$ cat src/rtl/anc_scheduler_pkg.sv
// Shared types and defaults for the adaptive noise-cancellation sample sequencer.
package anc_pkg;

    typedef enum logic [2:0] {
        IDLE     = 3'd0,
        LMS_GO   = 3'd1,
        LMS_WAIT = 3'd2,
        FIR_GO   = 3'd3,
        FIR_WAIT = 3'd4,
        EMIT     = 3'd5
    } anc_sched_state_t;

    localparam int TIMEOUT_CYCLES_DEF = 1024;
    localparam int SAMPLE_W           = 16;
    localparam int CNT_W_DEF          = 8;

endpackage

$ cat src/rtl/anc_scheduler_if.sv
// Handshake bundle between the sequencer and the I2S / LMS / FIR / speaker blocks.
interface anc_scheduler_if
    import anc_pkg::*;
#(
    parameter int DW    = SAMPLE_W,
    parameter int CNT_W = CNT_W_DEF
);
    logic                 sample_pulse_in;
    logic                 adapt_en_in;
    logic                 mute_in;
    logic                 lms_done_in;
    logic                 fir_done_in;
    logic signed [DW-1:0] fir_result_in;
    logic                 lms_start_out;
    logic                 fir_start_out;
    logic signed [DW-1:0] sample_out;
    logic                 sample_valid_out;
    logic                 busy_out;
    logic [CNT_W-1:0]     drop_count_out;
    logic [CNT_W-1:0]     timeout_count_out;
    logic                 error_flag_out;

    modport master (
        output sample_pulse_in, adapt_en_in, mute_in, lms_done_in, fir_done_in, fir_result_in,
        input  lms_start_out, fir_start_out, sample_out, sample_valid_out, busy_out,
        input  drop_count_out, timeout_count_out, error_flag_out
    );

    modport slave (
        input  sample_pulse_in, adapt_en_in, mute_in, lms_done_in, fir_done_in, fir_result_in,
        output lms_start_out, fir_start_out, sample_out, sample_valid_out, busy_out,
        output drop_count_out, timeout_count_out, error_flag_out
    );
endinterface

$ cat src/rtl/anc_scheduler_sat_counter.sv
// Up-counter that sticks at all-ones; synchronous active-low clear.
module sat_counter #(
    parameter int CNT_W = 8
) (
    input  logic             clk_i,
    input  logic             clr_ni,
    input  logic             inc_i,
    output logic [CNT_W-1:0] count_o
);
    logic [CNT_W-1:0] count_q;

    always_ff @(posedge clk_i) begin
        if (!clr_ni) begin
            count_q <= '0;
        end else if (inc_i && (count_q != '1)) begin
            count_q <= count_q + 1'b1;
        end
    end

    assign count_o = count_q;
endmodule

$ cat src/rtl/anc_scheduler.sv
// Per-sample sequencer: LMS update, FIR, then present the anti-noise sample,
// with one-deep overrun buffering, watchdog abort, adapt-freeze and mute.
module anc_scheduler
    import anc_pkg::*;
#(
    parameter int DW             = SAMPLE_W,
    parameter int TIMEOUT_CYCLES = TIMEOUT_CYCLES_DEF,
    parameter int CNT_W          = CNT_W_DEF
) (
    input logic           clk_in,
    input logic           rst_in,
    anc_scheduler_if.slave bus
);
    localparam int WD_W = (TIMEOUT_CYCLES > 1) ? $clog2(TIMEOUT_CYCLES) : 1;
    localparam logic [WD_W-1:0] WD_LAST = WD_W'(TIMEOUT_CYCLES - 1);

    anc_sched_state_t     state_q, state_d;
    logic [WD_W-1:0]      wd_q, wd_d;
    logic                 req_q, req_d;
    logic                 pending_q, pending_d;
    logic signed [DW-1:0] sample_q, sample_d;
    logic                 err_q, err_d;
    logic                 drop_inc, timeout_inc, idle_free;

    always_ff @(posedge clk_in) begin
        if (!rst_in) begin
            state_q   <= IDLE;
            wd_q      <= '0;
            req_q     <= 1'b0;
            pending_q <= 1'b0;
            sample_q  <= '0;
            err_q     <= 1'b0;
        end else begin
            state_q   <= state_d;
            wd_q      <= wd_d;
            req_q     <= req_d;
            pending_q <= pending_d;
            sample_q  <= sample_d;
            err_q     <= err_d;
        end
    end

    // A fresh pulse in a quiet IDLE is registered as the request; the next
    // cycle is the launch decision, so pulses seen then are overruns.
    assign idle_free = (state_q == IDLE) && !req_q && !pending_q;

    always_comb begin
        state_d     = state_q;
        wd_d        = wd_q;
        req_d       = 1'b0;
        pending_d   = pending_q;
        sample_d    = sample_q;
        drop_inc    = 1'b0;
        timeout_inc = 1'b0;

        case (state_q)
            IDLE: begin
                if (req_q || pending_q) begin
                    pending_d = 1'b0;
                    state_d   = bus.adapt_en_in ? LMS_GO : FIR_GO;
                end
            end
            LMS_GO: begin
                wd_d    = '0;
                state_d = LMS_WAIT;
            end
            LMS_WAIT: begin
                if (bus.lms_done_in) begin
                    state_d = FIR_GO;
                end else if (wd_q == WD_LAST) begin
                    timeout_inc = 1'b1;
                    state_d     = IDLE;
                end else begin
                    wd_d = wd_q + 1'b1;
                end
            end
            FIR_GO: begin
                wd_d    = '0;
                state_d = FIR_WAIT;
            end
            FIR_WAIT: begin
                // Mute is applied as the result is registered so the new value
                // and its valid strobe appear together in EMIT.
                if (bus.fir_done_in) begin
                    sample_d = bus.mute_in ? '0 : bus.fir_result_in;
                    state_d  = EMIT;
                end else if (wd_q == WD_LAST) begin
                    timeout_inc = 1'b1;
                    state_d     = IDLE;
                end else begin
                    wd_d = wd_q + 1'b1;
                end
            end
            EMIT:    state_d = IDLE;
            default: state_d = IDLE;
        endcase

        if (bus.sample_pulse_in) begin
            if (idle_free) begin
                req_d = 1'b1;
            end else if (!pending_d) begin
                pending_d = 1'b1;
            end else begin
                drop_inc = 1'b1;
            end
        end

        err_d = err_q | drop_inc | timeout_inc;
    end

    sat_counter #(.CNT_W(CNT_W)) u_drop_cnt (
        .clk_i  (clk_in),
        .clr_ni (rst_in),
        .inc_i  (drop_inc),
        .count_o(bus.drop_count_out)
    );

    sat_counter #(.CNT_W(CNT_W)) u_timeout_cnt (
        .clk_i  (clk_in),
        .clr_ni (rst_in),
        .inc_i  (timeout_inc),
        .count_o(bus.timeout_count_out)
    );

    assign bus.lms_start_out    = (state_q == LMS_GO);
    assign bus.fir_start_out    = (state_q == FIR_GO);
    assign bus.sample_valid_out = (state_q == EMIT);
    assign bus.busy_out         = (state_q != IDLE);
    assign bus.sample_out       = sample_q;
    assign bus.error_flag_out   = err_q;
endmodule

$ cat src/flat_wrapper.sv
// flat-port wrapper written by rule: the top's interface ports become plain ports
module anc_scheduler_flat import anc_pkg::*;
#(
    parameter int DW             = SAMPLE_W,
    parameter int TIMEOUT_CYCLES = TIMEOUT_CYCLES_DEF,
    parameter int CNT_W          = CNT_W_DEF
)
  (clk_in, rst_in, bus_sample_pulse_in, bus_adapt_en_in, bus_mute_in, bus_lms_done_in, bus_fir_done_in, bus_fir_result_in, bus_lms_start_out, bus_fir_start_out, bus_sample_out, bus_sample_valid_out, bus_busy_out, bus_drop_count_out, bus_timeout_count_out, bus_error_flag_out);
  anc_scheduler_if #(.DW(DW), .CNT_W(CNT_W)) bus_i ();
  input logic clk_in;
  input logic rst_in;
  input wire logic [$bits(bus_i.sample_pulse_in)-1:0] bus_sample_pulse_in;
  input wire logic [$bits(bus_i.adapt_en_in)-1:0] bus_adapt_en_in;
  input wire logic [$bits(bus_i.mute_in)-1:0] bus_mute_in;
  input wire logic [$bits(bus_i.lms_done_in)-1:0] bus_lms_done_in;
  input wire logic [$bits(bus_i.fir_done_in)-1:0] bus_fir_done_in;
  input wire logic [$bits(bus_i.fir_result_in)-1:0] bus_fir_result_in;
  output wire logic [$bits(bus_i.lms_start_out)-1:0] bus_lms_start_out;
  output wire logic [$bits(bus_i.fir_start_out)-1:0] bus_fir_start_out;
  output wire logic [$bits(bus_i.sample_out)-1:0] bus_sample_out;
  output wire logic [$bits(bus_i.sample_valid_out)-1:0] bus_sample_valid_out;
  output wire logic [$bits(bus_i.busy_out)-1:0] bus_busy_out;
  output wire logic [$bits(bus_i.drop_count_out)-1:0] bus_drop_count_out;
  output wire logic [$bits(bus_i.timeout_count_out)-1:0] bus_timeout_count_out;
  output wire logic [$bits(bus_i.error_flag_out)-1:0] bus_error_flag_out;
  assign bus_i.sample_pulse_in = bus_sample_pulse_in;
  assign bus_i.adapt_en_in = bus_adapt_en_in;
  assign bus_i.mute_in = bus_mute_in;
  assign bus_i.lms_done_in = bus_lms_done_in;
  assign bus_i.fir_done_in = bus_fir_done_in;
  assign bus_i.fir_result_in = bus_fir_result_in;
  assign bus_lms_start_out = bus_i.lms_start_out;
  assign bus_fir_start_out = bus_i.fir_start_out;
  assign bus_sample_out = bus_i.sample_out;
  assign bus_sample_valid_out = bus_i.sample_valid_out;
  assign bus_busy_out = bus_i.busy_out;
  assign bus_drop_count_out = bus_i.drop_count_out;
  assign bus_timeout_count_out = bus_i.timeout_count_out;
  assign bus_error_flag_out = bus_i.error_flag_out;
  anc_scheduler #(.DW(DW), .TIMEOUT_CYCLES(TIMEOUT_CYCLES), .CNT_W(CNT_W)) u_core (.clk_in(clk_in), .rst_in(rst_in), .bus(bus_i));
endmodule
$ cat config.mk
export PLATFORM = sky130hd
export DESIGN_NAME = anc_scheduler_flat
export DESIGN_NICKNAME = d
export VERILOG_FILES = /design/src/rtl/anc_scheduler_pkg.sv /design/src/rtl/anc_scheduler_if.sv /design/src/rtl/anc_scheduler_sat_counter.sv /design/src/rtl/anc_scheduler.sv /design/src/flat_wrapper.sv
export SDC_FILE = /design/constraint.sdc
export NUM_CORES = 1
export LEC_CHECK = 0
export CAP_MARGIN = 30
export CORE_MARGIN = 1.5
export CORE_UTILIZATION = 25
export DETAILED_ROUTE_END_ITERATION = 8
export PLACE_DENSITY_LB_ADDON = 0.3
export SYNTH_ARGS = -nofsm -noshare
export SYNTH_HDL_FRONTEND = slang
export SYNTH_SLANG_ARGS = --single-unit
$ cat constraint.sdc
create_clock -name clk_in -period 5.2 [get_ports clk_in]
set_input_delay 1.04 -clock clk_in [delete_from_list [all_inputs] [get_ports clk_in]]
set_output_delay 1.04 -clock clk_in [all_outputs]
set_load 0.005 [all_outputs]
* Word level (Yosys, flattened, before mapping) *
Index checks and enable logic that the tools add are counted.

storage, ports and cells
  bits in registers = 48

cells by class
  $add $sub $neg = 3
  eq/ne operators = 11
  mux-type cells = 23
  bitwise gates (word level) = 2
  reductions and logical operators = 14

operators by type and width
  cell                   number
  $mux 10                3
  $pmux 10 s3            1
  $add 8x1->8 const B    2
  $mux 16                1
  $ne 8x8->1 const B     2
  $pmux 3 s5             1
  $mux 3                 4
  $mux 1                 11
  $add 10x1->10 const B  1
  $eq 10x10->1 const B   1
  $eq 3x2->1 const B     2
  $eq 3x3->1 const B     2
  $ne 2x2->1 const B     3
  $reduce_bool 3->1      2
  $logic_and 1x1->1      4
  $reduce_and 2->1       2
  $eq 3x1->1 const B     1
  $logic_not 3->1        1
  $reduce_and 3->1       1
  $logic_not 1->1        2
  $mux 2                 1
  $or 1x1->1             2
  $pmux 1 s2             1
  $reduce_or 2->1        1
  $logic_or 1x1->1       1

* Longest topological paths before layout *
  depth after elaboration = 8
  depth in mapped cells = 7
  gate-level depth less buffers = 6

* Modules after synthesis *
From an unflattened synthesis, not the netlist that was laid out.

second synthesis, totals
  cells, all modules = 272
  area, all modules = 2339.7 um^2

by module, submodules not included
  module         instances  cells each  area each (um^2)  sequential area each (um^2)
  anc_scheduler  1          178         1531.5            640.6
  sat_counter    2          47          404.1             160.2

* Least setup slack after synthesis *
No wires, ideal clock.

  path kind = input-to-reg
  start = input bus_lms_done_in
  end = register u_core.u_timeout_cnt.count_q[4], in the netlist u_core.u_timeout_cnt.count_o[4]
  library setup time = 128 ps
  arrival = 2239 ps
  path slack = 2834 ps
  stages on the path = 5
  buffers on the path = 0
  cells stage by stage = nor4b_2 > o2111ai_1 > nor4b_2 > xnor2_1 > nor2_1

between the ends
  cells in the longest elaborated chain, start to end = 3

RTL lines
  what                  RTL line                         RTL
  from (decl)           flat_wrapper.sv:15               input wire logic [$bits(bus_i.lms_done_in)-1:0] bus_lms_done_in;
  $mux 1                anc_scheduler.sv:68              if (bus.lms_done_in) begin
  $pmux 1 s2            anc_scheduler.sv:56              case (state_q)
  $logic_and 1x1->1     anc_scheduler_sat_counter.sv:15  end else if (inc_i && (count_q != '1)) begin
  to (signal assigned)  anc_scheduler_sat_counter.sv:16  count_q <= count_q + 1'b1;
  to (decl)             anc_scheduler_sat_counter.sv:10  logic [CNT_W-1:0] count_q;

No other way between the ends.
A chain may end at the register's enable or synchronous reset.

* Worst setup path after layout *
  start = register u_core.state_q[0]
  end = output bus_fir_start_out

between the ends
  cells in the longest elaborated chain, start to end = 1

RTL lines
  what                    RTL line              RTL
  from (decl)             anc_scheduler.sv:17   anc_sched_state_t state_q, state_d;
  from (signal assigned)  anc_scheduler.sv:34   state_q <= state_d;
  $eq 3x2->1              anc_scheduler.sv:126  assign bus.fir_start_out = (state_q == FIR_GO);
  to (decl)               flat_wrapper.sv:19    output wire logic [$bits(bus_i.fir_start_out)-1:0] bus_fir_start_out;

No other way between the ends.

==> flow_summary.toml <==
[critical_path]
worstSetupPathType = "reg2out"
cp.required_ns = 4.16
crit_arrival_ns = 1.81
end_kind = "output pin"
crit_fanout = 12
start_kind = "flop"

[logic_synthesis]
synth_seq_cells = 48
postSynth.asyncResetShare_pct = 0
synth_edf_count = 0
synth.avg_cell_area_um2 = 8.60
synth-main-ff-cell = "dfxtp_1"
ys_types = 39
syn_area_mm2 = 0.00218
netlist_instances = 253
yosys_warnings = 0
synth.yosys.seq_area_share_pct = 44.2
synth_nets = 279

[power_and_ir_drop]
switching_share_pct = 26.6
pwr_density_cell_mw_per_mm2 = 283
power_switching_uw = 227
peakVddDrop_v = 0.000142
clkPwrFrac_pct = 34.5
combPwrFrac_pct = 17.3
p_int_uw = 626
power.leakage_uw = 0.00101
pwr-share-seq_pct = 48.1

[floorplan]
io_pins = 60
rows = 33
die_y_um = 96.3
dieArea_mm2 = 0.00927
die_width_um = 96.3
core_mm2 = 0.00834
start_util_pct = 26.1

[clock_network]
ctsHoldBuffers = 0
cts_buffers = 5
insertion_delay_ns = 0.29
cts_max_level = 2
cts.repair.resized = 0
cts-root-buf = "clkbuf_8"
cts_tree = "yes"
clk_pin_slew_ns = 0.09
cts.sinks = 48
cts_setup_buffers = 0
clock_path_buffers = 2

[status]
run_status = "complete, no violations"

[sta]
finalSetupViolations = 0
fin_setup_tns_ns = 0
skew_ns = 0.00294
maxSlewViolCount = 0
fin_crit_ns = 2.85
fin_crit_sh_pct = 54.8
max_freq_mhz = 351
worst_slew_pin_slew_ns = 0.724
rsz0062_at_grt = "false"
maxSlewHeadroom_pct = 51.4
hold_viol_final = 0
worst_slack_ns = 2.35

[placed_design]
portBuffers = 59
place_ws_ns = 2.13
dp_hpwl_mm = 3.66
place.gp.congestion = 0.760

[drt]
first_pass_iters = 4
drtIter0Drc = 78
route.detailed.drc = 0
vias = 1920
ant_nets = 0
wirelength_mm = 5.05
via_per_inst = 4.63
routedWlPerCell_um = 12.2

[finish]
syn_to_final_growth_pct = 38.3
nFillCells = 873
diodes = 0
fin_nets = 335
postLayoutCoreUtil_pct = 36.1
drive_above_1_share_pct = 4.52

[global_routing]
overflow = 0
grt_max_degree = 21
antenna_found_initial = 0
grt_pass1_vias = 1839
grt_pass1_wl_mm = 8.42
grtUsageTotal_pct = 11.4

[flow_run]
maxCapViolCount = 0

[hold_path]
min_path_type = "reg2reg"
## cells in the final DEF (no fill, tap or decap)
cell	Yosys	final
a2111oi_0	1	1
a211oi_1	1	1
a21oi_1	24	24
a31oi_1	1	1
and2_1	3	3
and3_1	3	3
and4_1	3	3
buf_16	0	1
buf_8	0	1
bufinv_16	0	1
clkbuf_8	0	7
clkdlybuf4s50_1	0	59
dfxtp_1	48	48
ha_1	3	3
inv_1	5	5
mux2i_1	2	2
nand2_1	10	10
nand2b_1	3	3
nand3_1	9	9
nand4_1	6	6
nor2_1	45	45
nor2b_1	1	1
nor3_1	8	8
nor3_2	1	1
nor3b_1	19	19
nor4_1	2	2
nor4b_1	1	1
nor4b_2	2	2
nor4b_4	1	1
o2111ai_1	1	1
o211ai_1	5	5
o21a_1	2	2
o21ai_0	7	7
o21ai_1	1	1
o21bai_1	1	1
o311a_1	1	1
or2_1	1	1
or3_1	3	3
xnor2_1	14	14
xor2_1	3	3
## metal layers
metal | track usage [%] | part of all wire [%]
met5 | 0 | 0
met1 | 15.3 | 49
met2 | 17.0 | 43
met4 | 3.26 | 0.79
met3 | 4.27 | 7.1
## sequential cells by signal, summed over array words and instances (netlist names)
name and cells:
u_core.bus.sample_out 16, u_core.wd_q 10, u_core.u_drop_cnt.count_o 8, u_core.u_timeout_cnt.count_o 8, u_core.state_q 3, u_core.bus.error_flag_out 1
u_core.pending_q 1, u_core.req_q 1
## synth_stat cells (2+ instances only)
library cell / number / area (um2)
and3_1: 3 / 18.8
and2_1: 3 / 18.8
nor4b_2: 2 / 30.0
nand2_1: 10 / 37.5
xnor2_1: 14 / 123
nor3_1: 8 / 40.0
o211ai_1: 5 / 37.5
nor2_1: 45 / 169
dfxtp_1: 48 / 961
nand4_1: 6 / 37.5
nand2b_1: 3 / 18.8
xor2_1: 3 / 26.3
a21oi_1: 24 / 120
nor4_1: 2 / 12.5
ha_1: 3 / 37.5
o21ai_0: 7 / 35.0
o21a_1: 2 / 15.0
nand3_1: 9 / 45.0
nor3b_1: 19 / 143
or3_1: 3 / 18.8
and4_1: 3 / 26.3
mux2i_1: 2 / 20.0
clkbuf_1: 9 / 33.8
inv_1: 5 / 18.8
## cells by family after synthesis
logic type | count (synthesis) | share of synthesized area, %
flops | 48 | 44.2
mux | 2 | 0.920
compound gates | 45 | 12.0
buf+inv | 17 | 3.51
simple gates | 121 | 30.8
xor+xnor | 17 | 6.84
fa+ha+maj | 3 | 1.73
## worst paths after layout
path	cells after the start	to	slack, ns	start
worst min-delay path	2	u_core.pending_q$_SDFF_PN0_	0.48	u_core.pending_q$_SDFF_PN0_
worst max-delay path	4	bus_fir_start_out	2.35	u_core.state_q[0]$_SDFFE_PN0P_
worst max register to register	5	u_core.u_timeout_cnt.count_o[7]$_SDFFE_PN0P_	3.04	u_core.state_q[1]$_SDFFE_PN0P_
worst min register to register	2	u_core.pending_q$_SDFF_PN0_	0.48	u_core.pending_q$_SDFF_PN0_
## stage by stage
step           power (uW)  hold WS [ns]  std cells  cell area, um2
3_3_place_gp          564         0.457        405            2840
6_report              853         0.483        415            3010
3_5_place_dp          569         0.474        407            2880
5_1_grt               902         0.519        415            3010
4_1_cts               870         0.487        415            3010
2_1_floorplan         509         0.437        253            2180
## area by class of cell
class                           instances  area, um2  area share [%]
Tap cell                              105        131            4.37
Inverter                                5       18.8           0.624
Sequential cell                        48        961            31.9
Multi-Input combinational cell        188       1140            37.8
Clock buffer                            7       96.3            3.20
Clock inverter                          1       30.0           0.998
Timing Repair Buffer                   61        633            21.0
## power by group through the flow
| stage | Sequential (uW) | Clock [uW] | Combinational (uW) |
|---|---|---|---|
| final | 410 | 294 | 148 |
| after global routing | 413 | 323 | 167 |
| after CTS | 410 | 309 | 151 |
| after detailed placement | 419 | 0 | 150 |
| after global placement | 418 | 0 | 146 |
| after floorplan | 399 | 0 | 110 |
## worst max-delay path, cell delays in order (launching register included)
cell and delay [ns]:
dfxtp_1 0.59, nor2b_1 0.25, nand2_1 0.10, inv_1 0.07, clkdlybuf4s50_1 0.50
(Power assumes the default switching activity.)
